`src/rtl/mem_port_arbiter_if.sv`:
```
// Handshake bundle linking the fetch and data requesters, the memory-port arbiter
// and the single-ported memory array.
interface mem_port_arbiter_if;
    logic        if_req;
    logic [31:0] if_addr;
    logic [31:0] if_rdata;
    logic        if_ready;

    logic        dm_req;
    logic        dm_we;
    logic [31:0] dm_addr;
    logic [31:0] dm_wdata;
    logic [31:0] dm_rdata;
    logic        dm_ready;

    logic        mem_en;
    logic        mem_we;
    logic [31:0] mem_addr;
    logic [31:0] mem_wdata;
    logic [31:0] mem_rdata;

    logic        stall;

    // Arbiter side
    modport slave (
        input  if_req, if_addr, dm_req, dm_we, dm_addr, dm_wdata, mem_rdata,
        output if_rdata, if_ready, dm_rdata, dm_ready,
        output mem_en, mem_we, mem_addr, mem_wdata, stall
    );

    // Pipeline / memory side
    modport master (
        output if_req, if_addr, dm_req, dm_we, dm_addr, dm_wdata, mem_rdata,
        input  if_rdata, if_ready, dm_rdata, dm_ready,
        input  mem_en, mem_we, mem_addr, mem_wdata, stall
    );
endinterface

```
`src/rtl/mem_port_arbiter.sv`:
```
// Shares one single-ported memory between instruction fetch and load/store, with
// programmable wait states and IF starvation relief. Define MEM_ARB_STATS_EN for grant/stall counters.
module mem_port_arbiter #(
    parameter int unsigned WAIT_STATES = 1,
    parameter int unsigned STARVE_MAX  = 4,
    parameter int unsigned CNT_W       = 16
) (
    input  logic              Clk,
    input  logic              Reset,
    mem_port_arbiter_if.slave bus
`ifdef MEM_ARB_STATS_EN
    ,
    output logic [CNT_W-1:0]  if_grants,
    output logic [CNT_W-1:0]  dm_grants,
    output logic [CNT_W-1:0]  stall_cycles
`endif
);

    localparam int unsigned WCNT_W   = (WAIT_STATES > 0) ? $clog2(WAIT_STATES + 1) : 1;
    localparam int unsigned STARVE_W = (STARVE_MAX > 0) ? $clog2(STARVE_MAX + 1) : 1;

    if (CNT_W == 0) begin : g_cnt_w_check
        $error("CNT_W must be at least 1");
    end

    typedef enum logic [1:0] {
        IDLE    = 2'd0,
        BUSY_IF = 2'd1,
        BUSY_DM = 2'd2
    } state_e;

    state_e              state_q, state_d;
    logic [WCNT_W-1:0]   wait_cnt_q, wait_cnt_d;
    logic [STARVE_W-1:0] starve_cnt_q, starve_cnt_d;
    logic                mem_en_q, mem_en_d;
    logic                mem_we_q, mem_we_d;
    logic [31:0]         mem_addr_q, mem_addr_d;
    logic [31:0]         mem_wdata_q, mem_wdata_d;
    logic [31:0]         if_rdata_q, if_rdata_d;
    logic [31:0]         dm_rdata_q, dm_rdata_d;
    logic                if_ready_q, if_ready_d;
    logic                dm_ready_q, dm_ready_d;

    logic if_elig, dm_elig, if_favoured, if_grant, dm_grant;

    // A requester whose completion pulse is showing is not competing this cycle.
    assign if_elig     = bus.if_req & ~if_ready_q;
    assign dm_elig     = bus.dm_req & ~dm_ready_q;
    assign if_favoured = (STARVE_MAX != 0) && (starve_cnt_q == STARVE_W'(STARVE_MAX)) && if_elig;
    assign dm_grant    = (state_q == IDLE) && dm_elig && !if_favoured;
    assign if_grant    = (state_q == IDLE) && if_elig && !dm_grant;

    assign bus.stall     = if_elig | dm_elig;
    assign bus.mem_en    = mem_en_q;
    assign bus.mem_we    = mem_we_q;
    assign bus.mem_addr  = mem_addr_q;
    assign bus.mem_wdata = mem_wdata_q;
    assign bus.if_rdata  = if_rdata_q;
    assign bus.dm_rdata  = dm_rdata_q;
    assign bus.if_ready  = if_ready_q;
    assign bus.dm_ready  = dm_ready_q;

    always_comb begin
        state_d      = state_q;
        wait_cnt_d   = wait_cnt_q;
        starve_cnt_d = starve_cnt_q;
        mem_en_d     = mem_en_q;
        mem_we_d     = mem_we_q;
        mem_addr_d   = mem_addr_q;
        mem_wdata_d  = mem_wdata_q;
        if_rdata_d   = if_rdata_q;
        dm_rdata_d   = dm_rdata_q;
        if_ready_d   = 1'b0;
        dm_ready_d   = 1'b0;

        unique case (state_q)
            IDLE: begin
                wait_cnt_d = '0;
                if (dm_grant) begin
                    state_d     = BUSY_DM;
                    mem_en_d    = 1'b1;
                    mem_we_d    = bus.dm_we;
                    mem_addr_d  = bus.dm_addr;
                    mem_wdata_d = bus.dm_wdata;
                    if ((STARVE_MAX != 0) && if_elig && (starve_cnt_q != STARVE_W'(STARVE_MAX))) begin
                        starve_cnt_d = starve_cnt_q + STARVE_W'(1);
                    end
                end else if (if_grant) begin
                    state_d      = BUSY_IF;
                    mem_en_d     = 1'b1;
                    mem_we_d     = 1'b0;
                    mem_addr_d   = bus.if_addr;
                    starve_cnt_d = '0;
                end else if (!bus.if_req) begin
                    starve_cnt_d = '0;
                end
            end
            BUSY_IF, BUSY_DM: begin
                wait_cnt_d = wait_cnt_q + WCNT_W'(1);
                // Last wait state: memory data is valid now, release the port.
                if (wait_cnt_q == WCNT_W'(WAIT_STATES)) begin
                    state_d  = IDLE;
                    mem_en_d = 1'b0;
                    mem_we_d = 1'b0;
                    if (state_q == BUSY_DM) begin
                        dm_rdata_d = bus.mem_rdata;
                        dm_ready_d = 1'b1;
                    end else begin
                        if_rdata_d = bus.mem_rdata;
                        if_ready_d = 1'b1;
                    end
                end
            end
            default: begin
                state_d  = IDLE;
                mem_en_d = 1'b0;
                mem_we_d = 1'b0;
            end
        endcase
    end

    always_ff @(posedge Clk) begin
        if (Reset) begin
            state_q      <= IDLE;
            wait_cnt_q   <= '0;
            starve_cnt_q <= '0;
            mem_en_q     <= 1'b0;
            mem_we_q     <= 1'b0;
            mem_addr_q   <= '0;
            mem_wdata_q  <= '0;
            if_rdata_q   <= '0;
            dm_rdata_q   <= '0;
            if_ready_q   <= 1'b0;
            dm_ready_q   <= 1'b0;
        end else begin
            state_q      <= state_d;
            wait_cnt_q   <= wait_cnt_d;
            starve_cnt_q <= starve_cnt_d;
            mem_en_q     <= mem_en_d;
            mem_we_q     <= mem_we_d;
            mem_addr_q   <= mem_addr_d;
            mem_wdata_q  <= mem_wdata_d;
            if_rdata_q   <= if_rdata_d;
            dm_rdata_q   <= dm_rdata_d;
            if_ready_q   <= if_ready_d;
            dm_ready_q   <= dm_ready_d;
        end
    end

`ifdef MEM_ARB_STATS_EN
    logic [CNT_W-1:0] if_grants_q, if_grants_d;
    logic [CNT_W-1:0] dm_grants_q, dm_grants_d;
    logic [CNT_W-1:0] stall_cycles_q, stall_cycles_d;

    // Saturating event counters.
    always_comb begin
        if_grants_d    = if_grants_q;
        dm_grants_d    = dm_grants_q;
        stall_cycles_d = stall_cycles_q;
        if (if_grant && !(&if_grants_q))       if_grants_d    = if_grants_q + CNT_W'(1);
        if (dm_grant && !(&dm_grants_q))       dm_grants_d    = dm_grants_q + CNT_W'(1);
        if (bus.stall && !(&stall_cycles_q))   stall_cycles_d = stall_cycles_q + CNT_W'(1);
    end

    always_ff @(posedge Clk) begin
        if (Reset) begin
            if_grants_q    <= '0;
            dm_grants_q    <= '0;
            stall_cycles_q <= '0;
        end else begin
            if_grants_q    <= if_grants_d;
            dm_grants_q    <= dm_grants_d;
            stall_cycles_q <= stall_cycles_d;
        end
    end

    assign if_grants    = if_grants_q;
    assign dm_grants    = dm_grants_q;
    assign stall_cycles = stall_cycles_q;
`endif

endmodule
```
`src/flat_wrapper.sv`:
```
// flat-port wrapper written by rule: the top's interface ports become plain ports
module mem_port_arbiter_flat 
#(
    parameter int unsigned WAIT_STATES = 1,
    parameter int unsigned STARVE_MAX  = 4,
    parameter int unsigned CNT_W       = 16
)
  (Clk, Reset, bus_if_req, bus_if_addr, bus_dm_req, bus_dm_we, bus_dm_addr, bus_dm_wdata, bus_mem_rdata, bus_if_rdata, bus_if_ready, bus_dm_rdata, bus_dm_ready, bus_mem_en, bus_mem_we, bus_mem_addr, bus_mem_wdata, bus_stall);
  mem_port_arbiter_if bus_i ();
  input  logic Clk;
  input  logic Reset;
  input wire logic [$bits(bus_i.if_req)-1:0] bus_if_req;
  input wire logic [$bits(bus_i.if_addr)-1:0] bus_if_addr;
  input wire logic [$bits(bus_i.dm_req)-1:0] bus_dm_req;
  input wire logic [$bits(bus_i.dm_we)-1:0] bus_dm_we;
  input wire logic [$bits(bus_i.dm_addr)-1:0] bus_dm_addr;
  input wire logic [$bits(bus_i.dm_wdata)-1:0] bus_dm_wdata;
  input wire logic [$bits(bus_i.mem_rdata)-1:0] bus_mem_rdata;
  output wire logic [$bits(bus_i.if_rdata)-1:0] bus_if_rdata;
  output wire logic [$bits(bus_i.if_ready)-1:0] bus_if_ready;
  output wire logic [$bits(bus_i.dm_rdata)-1:0] bus_dm_rdata;
  output wire logic [$bits(bus_i.dm_ready)-1:0] bus_dm_ready;
  output wire logic [$bits(bus_i.mem_en)-1:0] bus_mem_en;
  output wire logic [$bits(bus_i.mem_we)-1:0] bus_mem_we;
  output wire logic [$bits(bus_i.mem_addr)-1:0] bus_mem_addr;
  output wire logic [$bits(bus_i.mem_wdata)-1:0] bus_mem_wdata;
  output wire logic [$bits(bus_i.stall)-1:0] bus_stall;
  assign bus_i.if_req = bus_if_req;
  assign bus_i.if_addr = bus_if_addr;
  assign bus_i.dm_req = bus_dm_req;
  assign bus_i.dm_we = bus_dm_we;
  assign bus_i.dm_addr = bus_dm_addr;
  assign bus_i.dm_wdata = bus_dm_wdata;
  assign bus_i.mem_rdata = bus_mem_rdata;
  assign bus_if_rdata = bus_i.if_rdata;
  assign bus_if_ready = bus_i.if_ready;
  assign bus_dm_rdata = bus_i.dm_rdata;
  assign bus_dm_ready = bus_i.dm_ready;
  assign bus_mem_en = bus_i.mem_en;
  assign bus_mem_we = bus_i.mem_we;
  assign bus_mem_addr = bus_i.mem_addr;
  assign bus_mem_wdata = bus_i.mem_wdata;
  assign bus_stall = bus_i.stall;
  mem_port_arbiter #(.WAIT_STATES(WAIT_STATES), .STARVE_MAX(STARVE_MAX), .CNT_W(CNT_W)) u_core (.Clk(Clk), .Reset(Reset), .bus(bus_i));
endmodule
```
`config.mk`:
```
export PLATFORM = sky130hd
export DESIGN_NAME = mem_port_arbiter_flat
export DESIGN_NICKNAME = d
export VERILOG_FILES = /design/src/rtl/mem_port_arbiter_if.sv /design/src/rtl/mem_port_arbiter.sv /design/src/flat_wrapper.sv
export SDC_FILE = /design/constraint.sdc
export NUM_CORES = 1
export LEC_CHECK = 0
export BUFFER_PORTS_ARGS = -buffer_cell sky130_fd_sc_hd__buf_4
export CAP_MARGIN = 20
export CORE_MARGIN = 2
export CORE_UTILIZATION = 39
export DETAILED_ROUTE_END_ITERATION = 8
export PLACE_DENSITY = 0.68
export REMOVE_ABC_BUFFERS = 1
export SLEW_MARGIN = 20
export SYNTH_ARGS = -nofsm -noshare
export SYNTH_HDL_FRONTEND = slang
export SYNTH_SLANG_ARGS = --single-unit
```
`constraint.sdc`:
```
create_clock -name Clk -period 1.72 [get_ports Clk]
set_input_delay 0.344 -clock Clk [delete_from_list [all_inputs] [get_ports Clk]]
set_output_delay 0.344 -clock Clk [all_outputs]
set_load 0.005 [all_outputs]
```
Yosys cells after proc, flatten, opt, wreduce, memory -nomap -nowiden --
Cells that the tools add are included.
Storage, ports and cells: register bits 138, input port bits 133, output and inout port bits 133, logic and storage cells 68
Cells by class: eq/ne operators 8, reductions and logical operators 19, add/sub/neg operators 2, bitwise gates (word level) 8, muxes and demuxes 20
Operator list (number):
- 2-to-1 mux 32 bit | 2
- 2-to-1 mux 3 bit | 4
- AND reduction 3 bit | 3
- 2-to-1 mux 1 bit | 7
- logical AND 1 bit | 6
- 2-to-1 mux 2 bit | 3
- inequality test 3 x 1 -> 1 bit, second input constant | 2
- one-hot mux 1 bit (2 select lines) | 3
- AND reduction 2 bit | 3
- inverter 1 bit | 5
- one-hot mux 2 bit (2 select lines) | 1
- nonzero test 2 bit | 2
- adder 3 x 1 -> 3 bit, second input constant | 1
- == test 3 bit, second input constant | 1
- inequality test 3 bit, second input constant | 1
- OR reduction 3 bit | 1
- bitwise AND 1 bit | 2
- == test 2 x 1 -> 1 bit, second input constant | 1
- == test 2 bit, second input constant | 1
- logical NOT 1 bit | 2
- logical NOT 2 bit | 1
- inequality test 2 x 1 -> 1 bit, second input constant | 1
- inequality test 2 bit, second input constant | 1
- OR reduction 2 bit | 1
- 2 further kinds | 2

Logic depth before layout (Yosys ltp) --
Gate-level depths: netlist (run 1).
word-level depth 10, gate-level depth with buffers 8, mapped depth without buffers 6

Least setup slack after synthesis (run 1) --
OpenSTA, ideal clock, no wires.
path kind reg-to-reg, start register u_core.state_q[0], end register u_core.state_q[1], arrival 1.314 ns, setup time 0.128 ns, setup slack 0.278 ns, stages on the path, launching flop included 7, period minus slack after synthesis 1.442 ns, path through dfxtp_1 inv_1 ha_1 nor2b_1 a31oi_1 a2bb2oi_1 nor2_1
On the way: cells in the longest elaborated chain, start to end 7, elaborated cells between the ends (all ways) 14
Ends and longest elaborated chain:
- start: declaration | line mem_port_arbiter.sv:32 | state_e state_q, state_d;
- start signal: assignment | line mem_port_arbiter.sv:136 | state_q <= state_d;
- logical NOT 2 bit | line mem_port_arbiter.sv:50, mem_port_arbiter.sv:51, mem_port_arbiter.sv:76
- logical AND 1 bit (2 in a row) | line mem_port_arbiter.sv:50 | assign dm_grant = (state_q == IDLE) && dm_elig && !if_favoured;
- logical NOT 1 bit | line mem_port_arbiter.sv:51 | assign if_grant = (state_q == IDLE) && if_elig && !dm_grant;
- logical AND 1 bit | line mem_port_arbiter.sv:51
- inequality test 3 x 1 -> 1 bit (no source line)
- AND reduction 2 bit (no source line)
Parallel ways exist; a longest one is shown, timed or not. A chain may end at the register's enable or synchronous reset.

Worst setup path in the final report (run 1) --
start register u_core.if_ready_q, in the netlist u_core.bus.if_ready, end output port bus_stall
On the way: cells in the longest elaborated chain, start to end 3
Ends and longest elaborated chain:
- start: declaration | line mem_port_arbiter.sv:41 | logic if_ready_q, if_ready_d;
- start signal: assignment | line mem_port_arbiter.sv:145 | if_ready_q <= if_ready_d;
- inverter 1 bit | line mem_port_arbiter.sv:47 | assign if_elig = bus.if_req & ~if_ready_q;
- bitwise AND 1 bit | line mem_port_arbiter.sv:47
- OR 1 bit | line mem_port_arbiter.sv:53 | assign bus.stall = if_elig | dm_elig;
- end: declaration | line flat_wrapper.sv:27 | output wire logic [$bits(bus_i.stall)-1:0] bus_stall;
No other way between the ends.

==> results of run 1 <==
-- through the flow --
| stage | cell area, sq um | utilization |
|---|---|---|
| after floorplan | 4930 | - |
| after global placement | 7370 | 0.561 |
| after detailed placement | 7370 | 0.561 |
| after CTS | 7960 | 0.606 |
| after global routing | 8010 | 0.609 |
| final | 8010 | 0.609 |
-- layer usage --
layer	share of wire	global-route usage	wire length, microns
met1	0.42	0.284	7060
met2	0.49	0.374	8250
met3	0.051	0.0465	855
met4	0.035	0.113	578
met5	0	0	0
-- critical path: cells and delay by family (launching register included) --
| family | cells | cell delay [ns] |
|---|---|---|
| buf+inv | 1 | 0.15 |
| flops | 1 | 0.37 |
| simple gates | 2 | 0.33 |
-- layout make-up --
| class | instances | area (sq um) |
|---|---|---|
| clock inverters | 8 | 120 |
| repair buffers | 283 | 2230 |
| inverters | 6 | 22.5 |
| flip-flops and latches | 138 | 2760 |
| multi-input cells | 468 | 2180 |
| clock buffers | 21 | 470 |
| well taps | 176 | 220 |
| fillers | 1217 | 5130 |
-- state kept, by name, indices dropped and copies added (netlist names), 2 cells and up --
| signal | flops |
|---|---|
| u_core.bus.dm_rdata | 32 |
| u_core.bus.if_rdata | 32 |
| u_core.bus.mem_addr | 32 |
| u_core.bus.mem_wdata | 32 |
| u_core.starve_cnt_q | 3 |
| u_core.state_q | 2 |
-- cell usage after synthesis --
| master | number | share of area |
|---|---|---|
| nand2_1 | 266 | 0.19 |
| dfxtp_1 | 138 | 0.53 |
| a21oi_1 | 101 | 0.097 |
| a31oi_1 | 33 | 0.040 |
| clkbuf_1 | 23 | 0.017 |
| o21ai_1 | 19 | 0.018 |
| buf_2 | 14 | 0.013 |
| o21ai_0 | 14 | 0.013 |
| buf_4 | 9 | 0.013 |
| ha_1 | 7 | 0.017 |
| inv_1 | 6 | 0.0043 |
| buf_6 | 4 | 0.0087 |
| nand3_1 | 4 | 0.0038 |
| nor2_1 | 4 | 0.0029 |
| nand2b_1 | 3 | 0.0036 |
| and2_1 | 2 | 0.0024 |
| nand4_1 | 2 | 0.0024 |
| nor2b_1 | 2 | 0.0024 |
| nor3b_1 | 2 | 0.0029 |
| a21boi_2 | 1 | 0.0022 |
| a2bb2oi_1 | 1 | 0.0017 |
| a32oi_1 | 1 | 0.0017 |
| and3_1 | 1 | 0.0012 |
| buf_1 | 1 | 0.00072 |
| nand4b_1 | 1 | 0.0017 |
| nor3_1 | 1 | 0.00096 |
| o211a_1 | 1 | 0.0019 |
| o211ai_1 | 1 | 0.0014 |
| o31ai_1 | 1 | 0.0014 |
-- worst paths after layout --
kind | endpoint | slack [ns] | cells after the start
setup / recovery | bus_stall | 0.12 | 3
hold / removal | u_core.bus.mem_wdata[0] | 0.18 | 3
setup reg to reg | u_core.state_q[1] | 0.13 | 6
hold reg to reg | u_core.bus.mem_wdata[12] | 0.45 | 2
-- kinds of logic after synthesis --
kind of cell / synth area share
adder cells (fa/ha/maj): 0.0168
flip-flops: 0.531
AND/OR/NAND/NOR: 0.216
AO/OA/AOI/OAI: 0.179
buffers and inverters: 0.0568
-- power by group through the flow --
stage / sequential (mW) / combinational (mW) / clock, mW
2_1_floorplan: 4.17 / 1.51 / 0
4_1_cts: 4.10 / 3.48 / 3.73
3_5_place_dp: 4.16 / 3.46 / 0
3_3_place_gp: 4.15 / 3.43 / 0
5_1_grt: 4.17 / 3.95 / 3.87
6_report: 4.11 / 3.59 / 3.66
-- repair_timing --
action                                  4_1_cts  5_1_grt
endpoints found under the setup margin        0       43
endpoints found under the hold margin         0        0
gates resized for setup                       0        5
==> flow_summary.toml, run 1 <==
[clock_tree]
clock_latency_ns = 0.41
cts_max_level = 4
cts_tree = "done"
clkTransAtPathRegs_ns = 0.06
numCtsBuffers = 17
ctsHoldBuffers = 0
clock-root-buffer = "clkbuf_16"
cts_sinks = 138
clock_path_buffers = 2
cts_setup_buffers = 0

[timing]
maxSlewHeadroom = 0.725
min_period_ns = 1.60
finalHoldViolations = 0
fin_ws_ns = 0.122
fin_tns_setup_ns = 0
finClkSkew_ns = 0.00843
slew_violations = 0
finalSetupViolCount = 0
period_share = 0.929
rsz0062_at_grt = "no"
worst_pin_slew_ns = 0.410
fmax_ghz = 0.626
whs_ns = 0.181

[final_layout]
antenna_cells = 0
drive_gt1_frac = 0.342
final_cell_mix = "buf_4, nand2_1, dfxtp_1"
syn2layout_area_growth_pct = 53.9
finalNonFillerCells = 1100
nets = 1054
layout_commonest_cell = "buf_4"

[floorplan]
start_util = 0.396
dieArea_sq_um = 14300
core_area_sq_um = 13100
die_h_microns = 119
io_pins = 266
dieWidth_microns = 119
rows = 42

[pwr]
power.switching_mw = 3.49
p_per_area_nw_per_um2 = 1420
p_total_mw = 11.4
internal_power_mw = 7.87
pwr-share-clk = 0.322
p_sw_frac = 0.307
combPwrFrac = 0.316
power.leakage_nw = 3.52
ir_drop_v = 0.000629
seq_power_share = 0.361

[synth]
yosysUniqueCellTypes = 29
synth-seq-cells = 138
syn_area_sq_um = 5200
synth_warnings = 0
synth.avg_cell_area_sq_um = 7.85
synth_seq_area_share = 0.531
synthCells = 663

[placed_design]
dp_slack_ns = 0.0955
post-dp-hpwl_microns = 11600
dp_cells = 1070
io_buffers = 265
gp_congestion = 0.833

[critical_path]
path_cells = "nand2b_1 -> nand2_1 -> buf_4"
end_kind = "output pin"
slowest_delay_ns = 0.37
worstSetupPathType = "reg2out"
slowest_stage = "dfxtp_1"
cp.required_ns = 1.38
start_kind = "register"
cp.arrival_ns = 1.25
worstPathMaxFanout = 4
worstReg2RegStart = "u_core.state_q[0]"
cp-startpoint = "u_core.bus.if_ready"

[global_route]
overflow = 0
grt_pass1_vias = 5050
antenna_found_initial = 0
grt_usage = 0.228
grt_max_degree = 64
grt_pass1_wl_microns = 25700

[flow_run]
cap_violations = 0

[hold_path]
min-delay-start = "bus_dm_wdata[0]"
hp-class = "in2reg"

[routing]
drc = 0
vias_per_cell = 4.87
wl_per_cell_microns = 15.2
num_vias = 5356
dr.pass1.iters = 5
routed_wl_microns = 16700
first_iter_violations = 360
ant_nets = 0

[run_status]
status = "complete, no violations"
(Power assumes the default switching activity.)
==> inputs of run 2 (changes only) <==
CORE_ASPECT_RATIO = 0.8   (was unset)
==> run 2 against run 1 <==
Against the previous run:
- total power is 2.7% lower
- via count is 1.3% lower
- non-clock buffer count is 4 lower
- cell count fell by 0.18%
- die area hardly changed
- worst hold slack improved by 0.0076 ns
- register-to-register slack improved by 0.02 ns
- largest power group unchanged
- critical path type unchanged
- sequential cell count did not move
- design area is 0.91% lower
==> flow_summary.toml, run 2 (same netlist as run 1, synthesis figures left out) <==
[routing]
ant_nets = 0
drc = 0
num_vias = 5284
first_iter_violations = 334
routed_wl_microns = 16400
dr.pass1.iters = 5
wl_per_cell_microns = 14.9
vias_per_cell = 4.81

[floorplan]
io_pins = 266
start_util = 0.401
dieArea_sq_um = 14300
die_h_microns = 107
rows = 37
core_area_sq_um = 13000
dieWidth_microns = 133

[critical_path]
worstPathMaxFanout = 5
path_cells = "nand2b_1 -> nand2_1 -> buf_4"
cp.arrival_ns = 1.30
end_kind = "output pin"
rr_worst_depth = 6
slowest_delay_ns = 0.35
reg2reg_slack_ns = 0.15
slowest_stage = "dfxtp_1"
start_kind = "register"
worstReg2RegStart = "u_core.state_q[0]"
critPathCapture = "bus_stall"
cp.required_ns = 1.38
r2r_end = "u_core.state_q[1]"
worstSetupPathType = "reg2out"
cp-startpoint = "u_core.bus.dm_ready"

[global_route]
antenna_found_initial = 0
overflow = 0
grt_pass1_wl_microns = 25000
grt_pass1_vias = 4759
grt_max_degree = 66
grt_usage = 0.222

[final_layout]
antenna_cells = 0
drive_gt1_frac = 0.342
layout_commonest_cell = "buf_4"
final_cell_mix = "buf_4, nand2_1, dfxtp_1"
fill_cells = 1217
nets = 1050
syn2layout_area_growth_pct = 52.5
finalNonFillerCells = 1098

[pwr]
power.leakage_nw = 3.49
p_per_area_nw_per_um2 = 1390
p_total_mw = 11.1
ir_drop_v = 0.000808

[clock_tree]
numCtsBuffers = 17
cts_setup_buffers = 0
clkTransAtPathRegs_ns = 0.06
clock_path_buffers = 2
cts_sinks = 138
cts_max_level = 4
clock-root-buffer = "clkbuf_16"
cts_resized = 0
clock_latency_ns = 0.40
ctsHoldBuffers = 0
cts_tree = "done"

[timing]
whs_ns = 0.188
finalHoldViolations = 0
worst_pin_slew_ns = 0.383
fin_tns_setup_ns = 0
finClkSkew_ns = 0.0102
min_period_ns = 1.64
fmax_ghz = 0.608
finalSetupViolCount = 0
maxSlewHeadroom = 0.745
period_share = 0.956
slew_violations = 0
rsz0062_at_grt = "no"

[placed_design]
io_buffers = 265
dp_cells = 1066
post-dp-hpwl_microns = 11400
gp_congestion = 0.861

[hold_path]
hp-class = "in2reg"

[run_status]
status = "complete, no violations"

[flow_run]
cap_violations = 0
[run 2: changes by cell type in the layout (fill, tap and decap cells not counted), sizes merged]
cell	previous run	this run
inv	6	12
bufinv	3	1
clkbuf	22	19
buf	282	279
clkinvlp	2	3
[run 2: how the worst min path moves through the flow]
stage,startpoint,endpoint,slack (ns),depth (start not counted)
2_1_floorplan,Reset,u_core.bus.dm_rdata[0],0.41,1
3_3_place_gp,u_core.bus.if_rdata[20],u_core.bus.if_rdata[20],0.44,2
3_5_place_dp,u_core.bus.dm_rdata[7],u_core.bus.dm_rdata[7],0.45,2
4_1_cts,bus_dm_wdata[31],u_core.bus.mem_wdata[31],0.17,3
5_1_grt,bus_dm_wdata[31],u_core.bus.mem_wdata[31],0.17,3
6_report,bus_dm_wdata[22],u_core.bus.mem_wdata[22],0.19,3
[run 2: per-layer routing]
layer,vias up,GRT usage,routed length (microns)
met1,2397,0.283,7220
met5,-,0,0
met2,159,0.370,7950
met3,32,0.0480,741
met4,0,0.0897,444
li1,2696,-,-
[run 2: cell type report]
class / instances / area [sq um] / area share
clock buffers: 19 / 453 / 0.0571
repair buffers: 279 / 2170 / 0.274
flip-flops and latches: 138 / 2760 / 0.348
multi-input cells: 468 / 2170 / 0.274
well taps: 175 / 219 / 0.0276
inverters: 6 / 22.5 / 0.00284
clock inverters: 13 / 134 / 0.0169
[run 2: where the power goes]
part	internal (mW)	switching, mW	total [mW]	leakage, nW
clock network	2.11	1.46	3.57	0.280
registers	3.78	0.307	4.08	1.13
logic	1.60	1.80	3.40	2.08
[run 2: per-stage QoR]
stage	cell area [sq um]	util	setup WS [ns]
after CTS	7920	0.611	0.0606
after floorplan	4930	-	-0.648
after global routing	7930	0.612	0.00205
after global placement	7330	0.566	0.159
final	7930	0.612	0.0758
after detailed placement	7330	0.566	0.127
[run 2: critical path: cells and delay by family, from the launching register on]
family        cells  cell delay, ns
simple gates      2            0.39
buf+inv           1            0.15
flops             1            0.35
